[config.mk]
export PLATFORM = sky130hd
export DESIGN_NAME = typedef_array_fifo
export DESIGN_NICKNAME = d
export VERILOG_FILES = /design/src/rtl/typedef_array_pkg.sv /design/src/rtl/typedef_array_lane_rev.sv /design/src/rtl/typedef_array_fifo.sv
export SDC_FILE = /design/constraint.sdc
export NUM_CORES = 1
export LEC_CHECK = 0
export CORE_MARGIN = 4
export CORE_UTILIZATION = 35
export DETAILED_ROUTE_END_ITERATION = 10
export DONT_BUFFER_PORTS = 1
export HOLD_SLACK_MARGIN = 0.12
export PLACE_DENSITY = 0.53
export SYNTH_ARGS = -nofsm -noshare
export SYNTH_HDL_FRONTEND = slang
export SYNTH_SLANG_ARGS = --single-unit
[constraint.sdc]
create_clock -name clk -period 3.8 [get_ports clk]
set_input_delay 0.76 -clock clk [delete_from_list [all_inputs] [get_ports clk]]
set_output_delay 0.76 -clock clk [all_outputs]
set_load 0.01 [all_outputs]
[src/rtl/typedef_array_pkg.sv]
// Shared types and defaults for the typedef'd packed-array FIFO.
package typedef_array_pkg;

    // Single-bit alias used as the element type of every storage word.
    typedef logic logic_alias;

    localparam int unsigned LANE_W_DEF = 6;
    localparam int unsigned LANES_DEF  = 4;
    localparam int unsigned DEPTH_DEF  = 4;

    // Width needed to hold an occupancy of 0..depth inclusive.
    function automatic int unsigned count_width(input int unsigned depth);
        return $clog2(depth + 1);
    endfunction

endpackage

[src/rtl/typedef_array_lane_rev.sv]
// Combinational lane-order view: optionally swaps lane k with lane LANES-1-k.
module typedef_array_lane_rev
    import typedef_array_pkg::*;
#(
    parameter int unsigned LANE_W = LANE_W_DEF,
    parameter int unsigned LANES  = LANES_DEF
) (
    input  logic                    rev,
    input  logic [LANES*LANE_W-1:0] din,
    output logic [LANES*LANE_W-1:0] dout
);

    typedef logic_alias [LANES-1:0][LANE_W-1:0] word_t;

    word_t din_w;
    word_t dout_w;

    assign din_w = din;
    assign dout  = dout_w;

    // Pass-through by default, mirrored lane order when rev is set.
    always_comb begin
        dout_w = din_w;
        if (rev) begin
            for (int unsigned k = 0; k < LANES; k++) begin
                dout_w[k] = din_w[LANES-1-k];
            end
        end
    end

endmodule

[src/rtl/typedef_array_fifo.sv]
// Multi-lane synchronous FIFO with valid/ready handshakes, occupancy count,
// synchronous flush and an optional lane-reversed read view.
module typedef_array_fifo
    import typedef_array_pkg::*;
#(
    parameter int unsigned LANE_W = LANE_W_DEF,
    parameter int unsigned LANES  = LANES_DEF,
    parameter int unsigned DEPTH  = DEPTH_DEF
) (
    input  logic                       clk,
    input  logic                       rst_n,
    input  logic                       flush,
    input  logic                       in_valid,
    output logic                       in_ready,
    input  logic [LANES*LANE_W-1:0]    in_data,
    output logic                       out_valid,
    input  logic                       out_ready,
    output logic [LANES*LANE_W-1:0]    out_data,
    input  logic                       reverse,
    output logic [$clog2(DEPTH+1)-1:0] count
);

    localparam int unsigned PTR_W = $clog2(DEPTH);
    localparam int unsigned CNT_W = count_width(DEPTH);

    localparam logic [PTR_W-1:0] PTR_ONE  = PTR_W'(1);
    localparam logic [CNT_W-1:0] CNT_ONE  = CNT_W'(1);
    localparam logic [CNT_W-1:0] FULL_CNT = CNT_W'(DEPTH);

    typedef logic_alias [LANES-1:0][LANE_W-1:0] word_t;

    if (DEPTH < 2 || (DEPTH & (DEPTH - 1)) != 0) begin : g_bad_depth
        $error("typedef_array_fifo: DEPTH must be a power of two >= 2");
    end
    if (LANE_W < 1 || LANES < 1) begin : g_bad_shape
        $error("typedef_array_fifo: LANE_W and LANES must be >= 1");
    end

    word_t            mem_q [DEPTH];
    logic [PTR_W-1:0] wr_ptr_q, wr_ptr_d;
    logic [PTR_W-1:0] rd_ptr_q, rd_ptr_d;
    logic [CNT_W-1:0] count_q,  count_d;
    logic             push, pop, wr_en;
    word_t            head;

    // Handshake flags come from the registered count only, so a full FIFO
    // refuses a push even when a pop happens in the same cycle.
    assign in_ready  = (count_q != FULL_CNT);
    assign out_valid = (count_q != '0);
    assign count     = count_q;
    assign head      = mem_q[rd_ptr_q];

    // Next-state for pointers and occupancy; flush overrides push and pop.
    always_comb begin
        push     = in_valid && in_ready;
        pop      = out_valid && out_ready;
        wr_en    = push && !flush;
        wr_ptr_d = wr_ptr_q;
        rd_ptr_d = rd_ptr_q;
        count_d  = count_q;
        if (flush) begin
            wr_ptr_d = '0;
            rd_ptr_d = '0;
            count_d  = '0;
        end else begin
            if (push) wr_ptr_d = wr_ptr_q + PTR_ONE;
            if (pop)  rd_ptr_d = rd_ptr_q + PTR_ONE;
            case ({push, pop})
                2'b10:   count_d = count_q + CNT_ONE;
                2'b01:   count_d = count_q - CNT_ONE;
                default: count_d = count_q;
            endcase
        end
    end

    // Control state with asynchronous active-low reset.
    always_ff @(posedge clk or negedge rst_n) begin
        if (!rst_n) begin
            wr_ptr_q <= '0;
            rd_ptr_q <= '0;
            count_q  <= '0;
        end else begin
            wr_ptr_q <= wr_ptr_d;
            rd_ptr_q <= rd_ptr_d;
            count_q  <= count_d;
        end
    end

    // Storage write; contents are intentionally not reset.
    always_ff @(posedge clk) begin
        if (wr_en) mem_q[wr_ptr_q] <= in_data;
    end

    typedef_array_lane_rev #(
        .LANE_W(LANE_W),
        .LANES (LANES)
    ) u_lane_rev (
        .rev (reverse),
        .din (head),
        .dout(out_data)
    );

    // Occupancy bound and pointers pinned while reset is held.
    always_ff @(posedge clk) begin
        assert (count_q <= FULL_CNT);
        if (!rst_n) assert (wr_ptr_q == '0 && rd_ptr_q == '0);
    end

endmodule
# [After elaboration in Yosys (flattened, before gate mapping)]
# Memory sizes are Yosys's and may differ from the RTL's.
# Cells that the tools add are included.
[word_totals] regBits=7 latchBits=0 ram_bits=96 mem_bits_ro=0 inputBits=30 out_inout_bits=29 word_cells=28 n_memories=1
[memory_table] memory="mem_q" words=4 word_bits=24 read_ports=1 rd_clocked_by_memory_dff=0 wr=1 line_no="typedef_array_fifo.sv:39" rtl="word_t mem_q [DEPTH];"
[op_classes] addsub=4 multipliers=0 div=0 n_lt_le_gt_ge=0 n_eq_ne=3 shifts=0 n_mux=9 bitwise_logic=0 reduce_logical=8
[ops] operator="24-bit 2-to-1 mux" count=1
[ops] operator="2-bit 2-to-1 mux" count=4
[ops] operator="3-bit case mux with 2 select lines" count=1
[ops] operator="3-bit nonzero test" count=2
[ops] operator="2-bit by 1-bit adder with 2-bit output, second input constant" count=2
[ops] operator="2-bit nonzero test" count=2
[ops] operator="3-bit by 1-bit adder with 3-bit output, second input constant" count=1
[ops] operator="1-bit logical AND" count=3
[ops] operator="3-bit 2-to-1 mux" count=1
[ops] operator="3-bit inequality test, second input constant" count=1
[ops] operator="3-bit by 1-bit subtractor with 3-bit output, second input constant" count=1
[ops] operator="2-bit by 1-bit == test with 1-bit output, second input constant" count=1
[ops] operator="2-bit == test, second input constant" count=1
[ops] operator="1-bit 2-to-1 mux" count=2
[ops] operator="1-bit logical NOT" count=1

# [Logic depth before layout (Yosys ltp)]
[logic_depth] word_depth=5 ltp_mapped=7 ltp_nobuf=6

# [Hierarchy]
# From an unflattened synthesis, not the netlist that was laid out.
[unflattened] cells_unflattened=218 hier_area_um2=4415.5
[by_module_without_submodules] mod="typedef_array_fifo" n_inst=1 cells_each=191 area_per_inst_um2=4018.9 seq_area_each_um2=3057.9
[by_module_without_submodules] mod="typedef_array_lane_rev" n_inst=1 cells_each=27 area_per_inst_um2=396.6 seq_area_each_um2=0.0

# [Worst setup path after synthesis]
# Ideal clock, no wire load.
[synth_path] path_kind="in2out" from="input reverse" to="output out_data[0]" arrival_ns=1.717 required_ns=3.040 setup_slack_ns=1.323 path_stages=3 n_path_buf=2 cell_sequence="clkbuf_1 -> buf_1 -> mux2_2"
[synth_between] elab_chain_len=1
[synth_rtl] item="start: declaration" line_no="typedef_array_fifo.sv:19" rtl="input logic reverse,"
[synth_rtl] item="24-bit 2-to-1 mux" line_no="typedef_array_lane_rev.sv:24" rtl="if (rev) begin"
[synth_rtl] item="end: declaration" line_no="typedef_array_fifo.sv:18" rtl="output logic [LANES*LANE_W-1:0] out_data,"
# Every way passes these cells.

# [Worst setup path after layout]
[layout_path] from="register rd_ptr_q[0]" to="output out_data[10]"
[layout_between] elab_chain_len=2
[layout_rtl] item="start: declaration" line_no="typedef_array_fifo.sv:41" rtl="logic [PTR_W-1:0] rd_ptr_q, rd_ptr_d;"
[layout_rtl] item="start signal: assignment" line_no="typedef_array_fifo.sv:84" rtl="rd_ptr_q <= rd_ptr_d;"
[layout_rtl] item="memory read 4 x 24 bit"
[layout_rtl] item="24-bit 2-to-1 mux" line_no="typedef_array_lane_rev.sv:24"
# Every way passes these cells.

==> results_dict.tcl <==
set metrics [dict create \
    run_status "complete, no violations" \
    post-cts-setup-buffers 0 \
    gr-usage-all-layers 0.115 \
    post-route-drc-count 0 \
    reg2reg_setup_slack_ns 1.52 \
    die_h_um 120 \
    synth.most_common_cell "edfxtp_1" \
    cts-buffers-inserted 9 \
    floorplan.initialDensity 0.362 \
    synth_cell_types 33 \
    max_slew.worst_pin.slew_ns 0.487 \
    ioPinCount 59 \
    worst_hold_path_type "in2reg" \
    critical_path_at_ns 2.11 \
    r2r_end "mem_q[1][18]" \
    critical-path-top-delay-family "multiplexers" \
    crit_path_cell_trace "buf_4, mux4_1, mux2_2" \
    setup.worst_path.start "rd_ptr_q[0]" \
    clock-skew-final_ns 0.00528 \
    synthDominantCellAreaShare 0.654 \
    grt_first_pass_wirelength_um 12200 \
    layout.nets 258 \
    finalMaxSlewViolations 0 \
    seq_area_frac_synth 0.694 \
    grt_pass1_vias 2062 \
    post_drt_wl_per_cell_um 19.9 \
    worst-path-stages 3 \
    startpoint_type "flop" \
    share_clk_of_total_power 0.359 \
    period_share 0.755 \
    drt_first_iter_violations 106 \
    power-per-cell-area_mw_per_mm2 542 \
    switching_share 0.229 \
    max_stage_delay_ns 0.65 \
    timing.hold.ws_ns 0.475 \
    coreArea_mm2 0.0122 \
    viasPerCell 5.03 \
    die_width_um 120 \
    yosys_warnings 0 \
    crit_path_max_fanout 24 \
    finalWeightedCongestion 0.688 \
    seq_area_mm2 0.00306 \
    hold_viol_final 0 \
    synth.cells.most_frequent "96 x edfxtp_1, 24 x mux2_2, 24 x mux4_1" \
    path_buf_inv 1 \
    synth_edf_count 96 \
    vias 1992 \
    min_delay_path_depth 1 \
    cellLeakagePower_nw 1.58 \
    timing.final.setup_violations 0 \
    die_area_mm2 0.0145 \
    detail-route-antenna-nets 0 \
    grt_setup_unrepaired "false" \
    syn_area_mm2 0.00441 \
    drtPass1Iterations 4 \
    cts_tree "yes" \
    place_hpwl_um 4770 \
    asyncSetResetFlopFracSynth 0.0680 \
    share_of_post_route_cells_with_drive_strength_above_1 0.197 \
    cell_internal_pwr_w 0.00205 \
    worstSetupEndpointType "output port" \
    cts_sinks 103 \
    synth-seq-cells 103 \
    vdd_ir_drop_max_mv 0.248 \
    power.share.combinational 0.141 \
    reg2reg_depth 4 \
    slew_hr 0.676 \
    grt_max_degree 25 \
    insertion_delay_ns 0.34 \
    max_freq_ghz 0.349 \
    fin_tns_setup_ns 0 \
    criticalPathCategory "reg2out" \
    period_minus_slack_ns 2.87 \
    critical_path.reg2reg.startpoint "count[0]" \
    synth.largest_area_cell "edfxtp_1" \
    port_buffers 0 \
    avgSynthCellArea_um2 20.0 \
    maxCapViolations 0 \
    wirelength_um 7900 \
    cts.clk_slew.worst_paths_ns 0.07 \
    clock_tree.root_cell "clkbuf_16" \
    syn2layout_area_growth_pct 11.3 \
    multiInputGateArea_mm2 0.00125 \
    power.net_switching_w 0.000610 \
    critical_path.endpoint "out_data[10]" \
    fillers 1098 \
    mappedNetlistNets 255 \
    antenna_found_initial 0 \
    cts_max_path_buffers 2 \
    placement_rows 40 \
    p_seq_frac 0.499 \
    diodes 0 \
    postSynth.topFlopCell "edfxtp_1" \
    ys_top_cells_by_area "edfxtp_1 65%, mux4_1 14%, mux2_2 6.1%, dfrtp_1 4.0%, ha_1 1.1%" \
    cpMaxStageDelayCell "mux4_1" \
    globalRouteOverflowTotal 0 \
    mapped_cells 220 \
    cts.htree.levels 3 \
    required_ns 3.04 \
    post-route-util 0.403 \
]
metrics by stage:
| stage | setup WS, ns | instances | total power (W) | cell area [um2] |
|---|---|---|---|---|
| 6_report | 0.931 | 396 | 0.00266 | 4910 |
| 4_1_cts | 0.876 | 396 | 0.00270 | 4910 |
| 2_1_floorplan | 1.32 | 220 | 0.00168 | 4410 |
| 3_3_place_gp | 1.28 | 379 | 0.00173 | 4580 |
| 3_5_place_dp | 1.26 | 379 | 0.00173 | 4580 |
| 5_1_grt | 0.813 | 396 | 0.00278 | 4910 |
layout by cell type, fill, tap and decap left out:
master | synthesis | final
a2111oi_0 | 1 | 1
a211oi_1 | 1 | 1
a21oi_1 | 6 | 6
a221oi_1 | 1 | 1
a311oi_1 | 1 | 1
a31oi_1 | 1 | 1
and2_1 | 5 | 5
buf_4 | 0 | 6
bufinv_16 | 0 | 2
clkbuf_1 | 7 | 1
clkbuf_16 | 0 | 9
clkinv_1 | 0 | 1
clkinv_2 | 0 | 1
clkinv_4 | 0 | 1
clkinvlp_4 | 0 | 1
dfrtp_1 | 7 | 7
dlygate4sd3_1 | 0 | 1
edfxtp_1 | 96 | 96
fa_1 | 1 | 1
ha_1 | 4 | 4
inv_1 | 5 | 5
mux2_2 | 24 | 24
mux4_1 | 24 | 24
nand2b_1 | 5 | 5
nand3_1 | 3 | 3
nand3b_1 | 2 | 2
nor2_1 | 2 | 2
nor3_1 | 1 | 1
nor3b_1 | 2 | 2
nor4_1 | 1 | 1
o21ai_0 | 3 | 3
o22ai_1 | 1 | 1
o311ai_0 | 1 | 1
o31ai_1 | 1 | 1
or2_2 | 1 | 1
or3_1 | 2 | 2
xnor2_1 | 1 | 1
xor2_1 | 2 | 2
worst reg2reg max path, delay by kind of cell, from the launching register on:
kind	cells	cell delay [ns]
buf+inv	1	0.37
flops	1	0.65
simple gates	3	0.93
how the worst min path moves through the flow:
| stage | startpoint | end | slack, ns |
|---|---|---|---|
| 2_1_floorplan | rst_n | count[0] | 0.46 |
| 3_3_place_gp | rst_n | count[0] | 0.46 |
| 3_5_place_dp | rst_n | count[0] | 0.46 |
| 4_1_cts | flush | wr_ptr_q[0] | 0.46 |
| 5_1_grt | flush | wr_ptr_q[0] | 0.46 |
| 6_report | flush | wr_ptr_q[0] | 0.48 |
cells by family after synthesis:
family          Yosys count  share of synthesized area
simple gates             24                     0.0329
fa+ha+maj                 5                     0.0159
compound gates           17                     0.0244
xor+xnor                  3                    0.00596
buf+inv                  20                     0.0227
flops                   103                      0.694
mux                      48                      0.204
layer usage:
layer,wire (um),up-vias,GRT usage
li1,-,914,-
met1,3320,1016,0.139
met2,3680,52,0.174
met3,790,10,0.0674
met4,108,0,0.0382
met5,0,-,0
registers in the layout (all words and copies together), names as in the netlist:
name      flops
rd_ptr_q      2
wr_ptr_q      2
mem_q        96
count         3
cell type report:
type / count / area share
clock buffer: 10 / 0.0467
clock inverter: 6 / 0.0173
inverter: 5 / 0.00383
multi-input combinational: 97 / 0.255
sequential: 103 / 0.623
tap: 168 / 0.0428
timing repair buffer: 7 / 0.0112
what timing repair did:
action | 4_1_cts | 5_1_grt
hold endpoints to repair | 7 | 0
resized for setup | 0 | 0
hold buffers | 1 | 0
power by group through the flow:
stage / Clock, W / Sequential (W) / Combinational [W]
after floorplan: 0 / 0.00133 / 0.000349
after global placement: 0 / 0.00135 / 0.000380
after detailed placement: 0 / 0.00135 / 0.000381
after CTS: 0.000988 / 0.00133 / 0.000385
after global routing: 0.00103 / 0.00133 / 0.000416
final: 0.000955 / 0.00133 / 0.000375
(Power assumes the default switching activity.)
